## src/rtl/instruction_fetch.sv

```systemverilog
// IF stage: owns the PC, drives sync-read imem, holds the IF/ID register.
// Optional IF_BUBBLE_CNT_EN adds a saturating count of bubbles loaded.
module instruction_fetch #(
  parameter int unsigned ADDR_W = 7,
  parameter int unsigned INST_W = 16,
  parameter logic [ADDR_W-1:0] RESET_ADDR = '0,
  parameter logic [INST_W-1:0] NOP_INST = '0
) (
  input  logic              clk_n,
  input  logic              rst_n,
  input  logic              stall,
  input  logic              branch_taken,
  input  logic [ADDR_W-1:0] branch_addr,
  output logic [ADDR_W-1:0] imem_addr,
  input  logic [INST_W-1:0] imem_rdata,
  output logic [INST_W-1:0] if_curr_inst,
  output logic [ADDR_W-1:0] if_next_addr,
  output logic              if_valid,
  output logic [15:0]       if_bubble_cnt
);

  typedef enum logic {
    S_RESET,
    S_RUN
  } state_t;

  state_t            state;
  logic [ADDR_W-1:0] pc_q;
  logic [ADDR_W-1:0] pc_inc;
  logic [ADDR_W-1:0] pc_next;
  logic              load_bubble;

  assign pc_inc      = pc_q + 1'b1;
  assign load_bubble = (state == S_RESET) || branch_taken;

  always_comb begin
    pc_next = pc_inc;
    priority case (1'b1)
      branch_taken:       pc_next = branch_addr;
      (state == S_RESET): pc_next = RESET_ADDR;
      stall:              pc_next = pc_q;
      default:            pc_next = pc_inc;
    endcase
  end

  assign imem_addr = pc_next;

  always_ff @(posedge clk_n or negedge rst_n) begin
    if (!rst_n) begin
      state <= S_RESET;
      pc_q  <= RESET_ADDR;
    end else begin
      state <= S_RUN;
      pc_q  <= pc_next;
    end
  end

  // Squash wins over stall; stall freezes the whole register.
  always_ff @(posedge clk_n or negedge rst_n) begin
    if (!rst_n) begin
      if_curr_inst <= NOP_INST;
      if_next_addr <= '0;
      if_valid     <= 1'b0;
    end else if (load_bubble) begin
      if_curr_inst <= NOP_INST;
      if_next_addr <= '0;
      if_valid     <= 1'b0;
    end else if (!stall) begin
      if_curr_inst <= imem_rdata;
      if_next_addr <= pc_inc;
      if_valid     <= 1'b1;
    end
  end

`ifdef IF_BUBBLE_CNT_EN
  logic [15:0] cnt_q;

  always_ff @(posedge clk_n or negedge rst_n) begin
    if (!rst_n) begin
      cnt_q <= '0;
    end else if (load_bubble && (cnt_q != 16'hFFFF)) begin
      cnt_q <= cnt_q + 16'd1;
    end
  end

  assign if_bubble_cnt = cnt_q;
`else
  assign if_bubble_cnt = 16'h0000;
`endif

endmodule
```

## config.mk

```make
export PLATFORM = sky130hd
export DESIGN_NAME = instruction_fetch
export DESIGN_NICKNAME = d
export VERILOG_FILES = /design/src/rtl/instruction_fetch.sv
export SDC_FILE = /design/constraint.sdc
export NUM_CORES = 1
export LEC_CHECK = 0
export CORE_MARGIN = 2
export CORE_UTILIZATION = 35
export DETAILED_ROUTE_END_ITERATION = 10
export GPL_ROUTABILITY_DRIVEN = 0
export PLACE_DENSITY = 0.7
export SYNTH_ARGS = -nofsm -noshare
export SYNTH_HDL_FRONTEND = slang
export SYNTH_SLANG_ARGS = --single-unit
```

## constraint.sdc

```tcl
create_clock -name clk_n -period 3.15 [get_ports clk_n]
set_input_delay 0.945 -clock clk_n [delete_from_list [all_inputs] [get_ports clk_n]]
set_output_delay 0.945 -clock clk_n [all_outputs]
set_load 0.05 [all_outputs]
```

* Word-level counts from Yosys, hierarchy flattened
Cells that the tools add are included.
Word-level totals: bits in registers 32, input bits 27
Cells by class: add/sub/neg operators 1, equal/unequal tests 1, mux-type cells 9, bitwise gates (word level) 1, reductions and logical operators 1
Operators with widths (count):
- $mux 7 | 5
- $mux 16 | 2
- $add 7x1->7 const B | 1
- $mux 1 | 2
- $ne 2x1->1 const B | 1
- $logic_or 1x1->1 | 1
- $not 1->1 | 1

* Logic depth before layout (Yosys ltp)
Gate-level depths: netlist (run 1).
word-level depth 4, gate-level depth with buffers 5

* Least setup slack after synthesis (run 1)
No wires, ideal clock.
path kind input to output, start input port branch_taken, end output port imem_addr[2], data arrival time 2.669 ns, setup slack -0.464 ns, stages on the path 4, buffers on the path 2, cell sequence buf_2 nand2b_1 clkbuf_1 o21ai_0
On the way: cells in the longest elaborated chain, start to end 1
Ends and longest elaborated chain:
- from (decl) | line 12 | input logic branch_taken,
- $mux 7 | line 38 | priority case (1'b1)
- to (decl) | line 14 | output logic [ADDR_W-1:0] imem_addr,
No other way between the ends.

* Final worst setup path (run 1)
start input port branch_taken, end output port imem_addr[5]
Same word-level chain as after synthesis.

==> results of run 1 <==
==> metal layers <==
metal,up-vias,global-route usage (%),share of wire (%)
li1,618,-,-
met5,-,0,0
met1,582,18.5,42
met3,4,5.05,6.7
met4,0,6.41,1.4
met2,42,24.7,50
==> power breakdown <==
part	switching [mW]	internal (mW)	total, mW
Sequential	0.0155	0.429	0.445
Combinational	0.169	0.109	0.279
Clock	0.135	0.178	0.313
Total	0.320	0.716	1.04
==> worst max-delay path by stage <==
| stage | start | endpoint | slack, ps |
|---|---|---|---|
| CTS | branch_taken | imem_addr[5] | -60 |
| global route | branch_taken | imem_addr[5] | -30 |
| global placement | branch_taken | imem_addr[5] | -270 |
| floorplan | branch_taken | imem_addr[0] | -260 |
| finish | branch_taken | imem_addr[5] | -4 |
| detailed placement | branch_taken | imem_addr[5] | -300 |
==> final cells by class <==
type	instances	area share, %
clock buffers	8	3.82
inverters	1	0.159
multi-input cells	109	28.3
flip-flops and latches	32	34.0
well taps	52	2.76
repair buffers	71	31.0
==> cell families (layout without fill, tap and decap cells) <==
logic type,Yosys count,count (layout),share of synthesized area (%)
AOI/OAI and AO/OA,23,23,9.02
xor gates and xnor gates,5,5,2.85
muxes,16,16,10.4
buffers and inverters,23,80,10.0
adders and majority gates,1,1,0.813
and+or+nand+nor,47,47,14.4
DFF,32,32,52.0
other,2,17,0.488
==> flip-flops by register name, indices dropped and copies added (netlist names) <==
signal	cells
if_curr_inst	16
if_next_addr	7
pc_q	7
if_valid	1
state	1
==> per-stage QoR <==
stage | instances | power [mW] | instance area [µm²]
2_1_floorplan | 164 | 0.626 | 1600
3_3_place_gp | 265 | 0.729 | 2250
3_5_place_dp | 265 | 0.731 | 2250
4_1_cts | 273 | 1.05 | 2360
5_1_grt | 273 | 1.08 | 2360
6_report | 273 | 1.04 | 2360
==> layout by cell type (no fill, tap or decap), drive strengths merged <==
master | Yosys | layout
clkdlybuf4s50 | 0 | 48
dfrtp | 32 | 32
buf | 20 | 22
nor2 | 20 | 20
conb | 2 | 17
mux2i | 16 | 16
nand2 | 10 | 10
o21ai | 9 | 9
clkbuf | 2 | 9
a21oi | 6 | 6
nand3 | 5 | 5
xor2 | 4 | 4
nor2b | 3 | 3
or4 | 3 | 3
nor3 | 2 | 2
o211ai | 2 | 2
or3 | 2 | 2
a31oi | 2 | 2
or3b | 1 | 1
o311ai | 1 | 1
nand2b | 1 | 1
xnor2 | 1 | 1
o311a | 1 | 1
a221o | 1 | 1
clkinv | 1 | 1
o21a | 1 | 1
ha | 1 | 1
==> timing repair <==
item                       in CTS  in global routing
setup endpoints to repair       7                  5
pin swaps                       1                  2
gates resized for setup         5                  7
==> flow_summary.yaml, run 1 <==
cts:
  clockBufferDepth: 2
  postCtsHoldBufs: 0
  clk_latency_ps: 270
  cts_buffers: 5
  cts.sinks: 32
  cts_tree: "yes"
  root_buffer: "clkbuf_8"
  cts_setup_buffers: 0
  htree_num_levels: 2
  clk_pin_slew_ps: 60
sta:
  relSlewSlack_pct: 66.1
  worst_slew_pin_slew_ps: 507
  max_freq_ghz: 0.317
  tns_ps: -4.02
  setup_ws_ps: -4.02
  maxSlewViolCount: 0
  period_needed_ps: 3150
  fin_skew_ps: 3.56
  rsz0062_at_grt: "yes"
  setup_viol: 1
  period_share_pct: 100
  hold_slack_ps: 486
  hold_viol: 0
synthesis:
  synth-edff-count: 0
  ys_async_sr_fraction_pct: 100
  synth_area_leaders: "dfrtp_1 52%, mux2i_1 10%, buf_4 8.3%"
  yosys_warnings: 0
  synth_common_cells: "32 x dfrtp_1, 20 x nor2_1, 17 x buf_4"
  synth_top_cell_area_share_pct: 52.0
  netlist.top_cell.by_area: "dfrtp_1"
  yosysSeqAreaShare_pct: 52.0
  synthFlopType: "dfrtp_1"
  ys_ff_latch: 32
  synthCells: 149
  syn_avg_cell_area_um2: 10.3
  ys_types: 28
  synth.most_common_cell: "dfrtp_1"
  syn_area_um2: 1540
critical_path:
  ff2ff_setup_slack_ps: 1610
  crit_cells: 5
  path_delay_family: "simple AND/OR/NAND/NOR gates"
  critPathArrivalTime_ps: 2210
  crit_path_top_delay_cell: "or4_4"
  crit_required_ps: 2200
  path_class: "in2out"
  timing.rr.start: "pc_q[0]"
  cp-end-kind: "output port"
  crit_path_start_kind: "input pin"
  worstRegToRegCells: 4
  path_cells: "buf_6 -> or3b_1 -> or4_4 -> o311ai_4 -> buf_12"
  reg2reg_to: "pc_q[6]"
  cp_max_fo: 4
  critPathBufInv: 2
  critical-path-max-stage-delay_ps: 530
floorplan:
  fp.dieH_um: 70.3
  initial_core_util_pct: 35.8
  die_width_um: 70.3
  pin_count: 74
  die_area_um2: 4940
  row_count: 24
  coreArea_um2: 4290
final_layout:
  area_growth_pct: 53.1
  antennaDiodeCount: 0
  drive_above_1_share_pct: 14.9
  finish.utilization_pct: 54.9
  nFillCells: 393
  register_area_um2: 801
  multi_input_area_um2: 667
  layout.nets: 248
status:
  violations: "negative setup slack"
  status: "finished, violations left"
placed_design:
  pre_cts_slack_ps: -302
  dp_hpwl_mm: 2.53
  port_buffers: 57
global_routing:
  grt_overflow_total: 0
  grt_pass1_vias: 1295
  grt_pass1_wl_mm: 6.00
  grt_use_total_pct: 15.3
  grt_start_max_net_pins: 33
  antenna_found_initial: 0
route:
  routed-via-count: 1246
  drtIter0Drc: 59
  routed_wl_mm: 3.40
  viasPerCell: 4.56
  remaining_drc_errors: 0
  wl_per_cell_um: 12.5
  dr.pass1.iters: 4
  antenna_left: 0
power_and_ir_drop:
  peakVddDrop_v: 0.000223
  power.density_nw_per_um2: 440
  p_leak_nw: 1.08
run:
  max-cap-violations: 0
min_path:
  min_to: "if_valid"
  hp-start: "if_valid"
  hp-class: "reg2reg"
  whs_path_depth: 1
Note: power is estimated with default switching activity, not from simulation.
==> inputs of run 2 (changes only) <==
--- a/config.mk
+++ b/config.mk
@@ -5,6 +5,7 @@
 export SDC_FILE = /design/constraint.sdc
 export NUM_CORES = 1
 export LEC_CHECK = 0
+export CAP_MARGIN = 20
 export CORE_MARGIN = 2
 export CORE_UTILIZATION = 35
 export DETAILED_ROUTE_END_ITERATION = 10
==> constraint.sdc (replaced) <==
create_clock -name clk_n -period 3.3 [get_ports clk_n]
set_input_delay 0.99 -clock clk_n [delete_from_list [all_inputs] [get_ports clk_n]]
set_output_delay 0.99 -clock clk_n [all_outputs]
set_load 0.05 [all_outputs]
==> flow_summary.yaml, run 2 (same netlist as run 1, synthesis figures left out) <==
power_and_ir_drop:
  power.density_nw_per_um2: 421
  p_total_uw: 990
  p_clk_share_pct: 30.3
  p_switching_uw: 307
  seqPwrFrac_pct: 42.9
  p_int_uw: 683
  peakVddDrop_v: 0.000215
  switching_share_pct: 31.0
  combPwrFrac_pct: 26.8
  p_leak_nw: 1.08
route:
  routed_wl_mm: 3.41
  wl_per_cell_um: 12.5
  remaining_drc_errors: 0
  routed-via-count: 1251
  antenna_left: 0
  dr.pass1.iters: 4
  drtIter0Drc: 56
  viasPerCell: 4.58
global_routing:
  grt_pass1_vias: 1295
  grt_start_max_net_pins: 33
  antenna_found_initial: 0
  grt_pass1_wl_mm: 6.00
  grt_overflow_total: 0
  grt_use_total_pct: 15.3
floorplan:
  die_width_um: 70.3
  coreArea_um2: 4290
  row_count: 24
  initial_core_util_pct: 35.8
  pin_count: 74
  fp.dieH_um: 70.3
  die_area_um2: 4940
critical_path:
  critPathArrivalTime_ps: 2240
  critical-path-max-stage-delay_ps: 530
  crit_path_start_kind: "input pin"
  path_delay_family: "simple AND/OR/NAND/NOR gates"
  cp-end-kind: "output port"
  crit_path_top_delay_cell: "or4_4"
  path_cells: "clkbuf_2 -> or3b_1 -> or4_4 -> o311ai_4 -> buf_12"
  path_class: "in2out"
  crit_required_ps: 2310
  critPathBufInv: 2
  cp_max_fo: 4
sta:
  maxSlewViolCount: 0
  worst_slew_pin_slew_ps: 508
  max_freq_ghz: 0.309
  period_needed_ps: 3230
  relSlewSlack_pct: 66.0
  period_share_pct: 98.0
  fin_skew_ps: 3.55
  hold_slack_ps: 486
  hold_viol: 0
  setup_viol: 0
  rsz0062_at_grt: "no"
cts:
  cts.sinks: 32
  clockBufferDepth: 2
  cts_tree: "yes"
  clk_pin_slew_ps: 60
  clk_latency_ps: 270
  htree_num_levels: 2
  postCtsHoldBufs: 0
  root_buffer: "clkbuf_8"
  cts_setup_buffers: 0
  cts_buffers: 5
final_layout:
  finish.utilization_pct: 54.8
  area_growth_pct: 52.9
  final_common_cell: "clkdlybuf4s50_1"
  reg_top3: "if_curr_inst: 16 flops, if_next_addr: 7 flops, pc_q: 7 flops"
  antennaDiodeCount: 0
  design_area_um2: 2350
  mostFrequentLayoutCells: "48 x clkdlybuf4s50_1, 32 x dfrtp_1, 20 x nor2_1"
  layout.nets: 248
  drive_above_1_share_pct: 14.5
  top_register: "if_curr_inst"
  largest_reg_flops: 16
placed_design:
  port_buffers: 57
  place_area_um2: 2250
  dp_hpwl_mm: 2.53
status:
  status: "completed"
min_path:
  hp-class: "reg2reg"
run:
  max-cap-violations: 0
run 2: changes by cell type in the layout (fill, tap and decap cells not counted), sizes merged:
cell and change:
buf -1, dlygate4sd2 +1
run 2: layer usage:
| layer | up-vias | track usage, % | routed length, µm |
|---|---|---|---|
| met5 | - | 0 | 0 |
| met4 | 0 | 6.41 | 46 |
| li1 | 617 | - | - |
| met3 | 4 | 5.05 | 230 |
| met1 | 586 | 18.5 | 1440 |
| met2 | 44 | 24.7 | 1700 |
run 2: stage by stage:
stage	setup TNS, ps	std cells	setup slack (ps)
2_1_floorplan	-416	164	-202
3_3_place_gp	-837	265	-208
3_5_place_dp	-916	265	-242
4_1_cts	-1.67	273	-1.67
5_1_grt	0	273	27.6
6_report	0	273	66.4
run 2: final timing paths:
path / startpoint / end / slack (ps) / cells past startpoint
worst max-delay path: branch_taken / imem_addr[5] / 70 / 5
worst min-delay path: if_valid / if_valid / 490 / 1
worst max register to register: pc_q[5] / pc_q[5] / 1740 / 3
worst min register to register: if_valid / if_valid / 490 / 1
max in group asynchronous: rst_n / if_curr_inst[8] / 1890 / 2
min in group asynchronous: rst_n / if_curr_inst[6] / 1110 / 2
run 2: what timing repair did:
| action | CTS | global route |
|---|---|---|
| gates resized for setup | 5 | 2 |
| gates cloned | 0 | 0 |
| setup endpoints to repair | 7 | 2 |
| pin swaps | 1 | 1 |
run 2: power groups by stage:
stage	combinational (mW)	clock (mW)	sequential, mW
3_5_place_dp	0.266	0	0.432
2_1_floorplan	0.133	0	0.465
4_1_cts	0.268	0.314	0.425
5_1_grt	0.282	0.323	0.427
6_report	0.265	0.300	0.425
3_3_place_gp	0.265	0	0.431
run 2: final cells by class:
type	count	area (µm²)
multi-input cells	109	667
clock buffers	8	90.1
flip-flops and latches	32	801
well taps	52	65.1
inverters	1	3.75
repair buffers	71	727
fillers	394	1940
==> inputs of run 3 (changes only) <==
--- a/config.mk
+++ b/config.mk
@@ -14,3 +14,4 @@
 export SYNTH_ARGS = -nofsm -noshare
 export SYNTH_HDL_FRONTEND = slang
 export SYNTH_SLANG_ARGS = --single-unit
+export TNS_END_PERCENT = 30
==> results of run 3 <==
No change in the layout: final DEF, timing and power equal those of run 2.
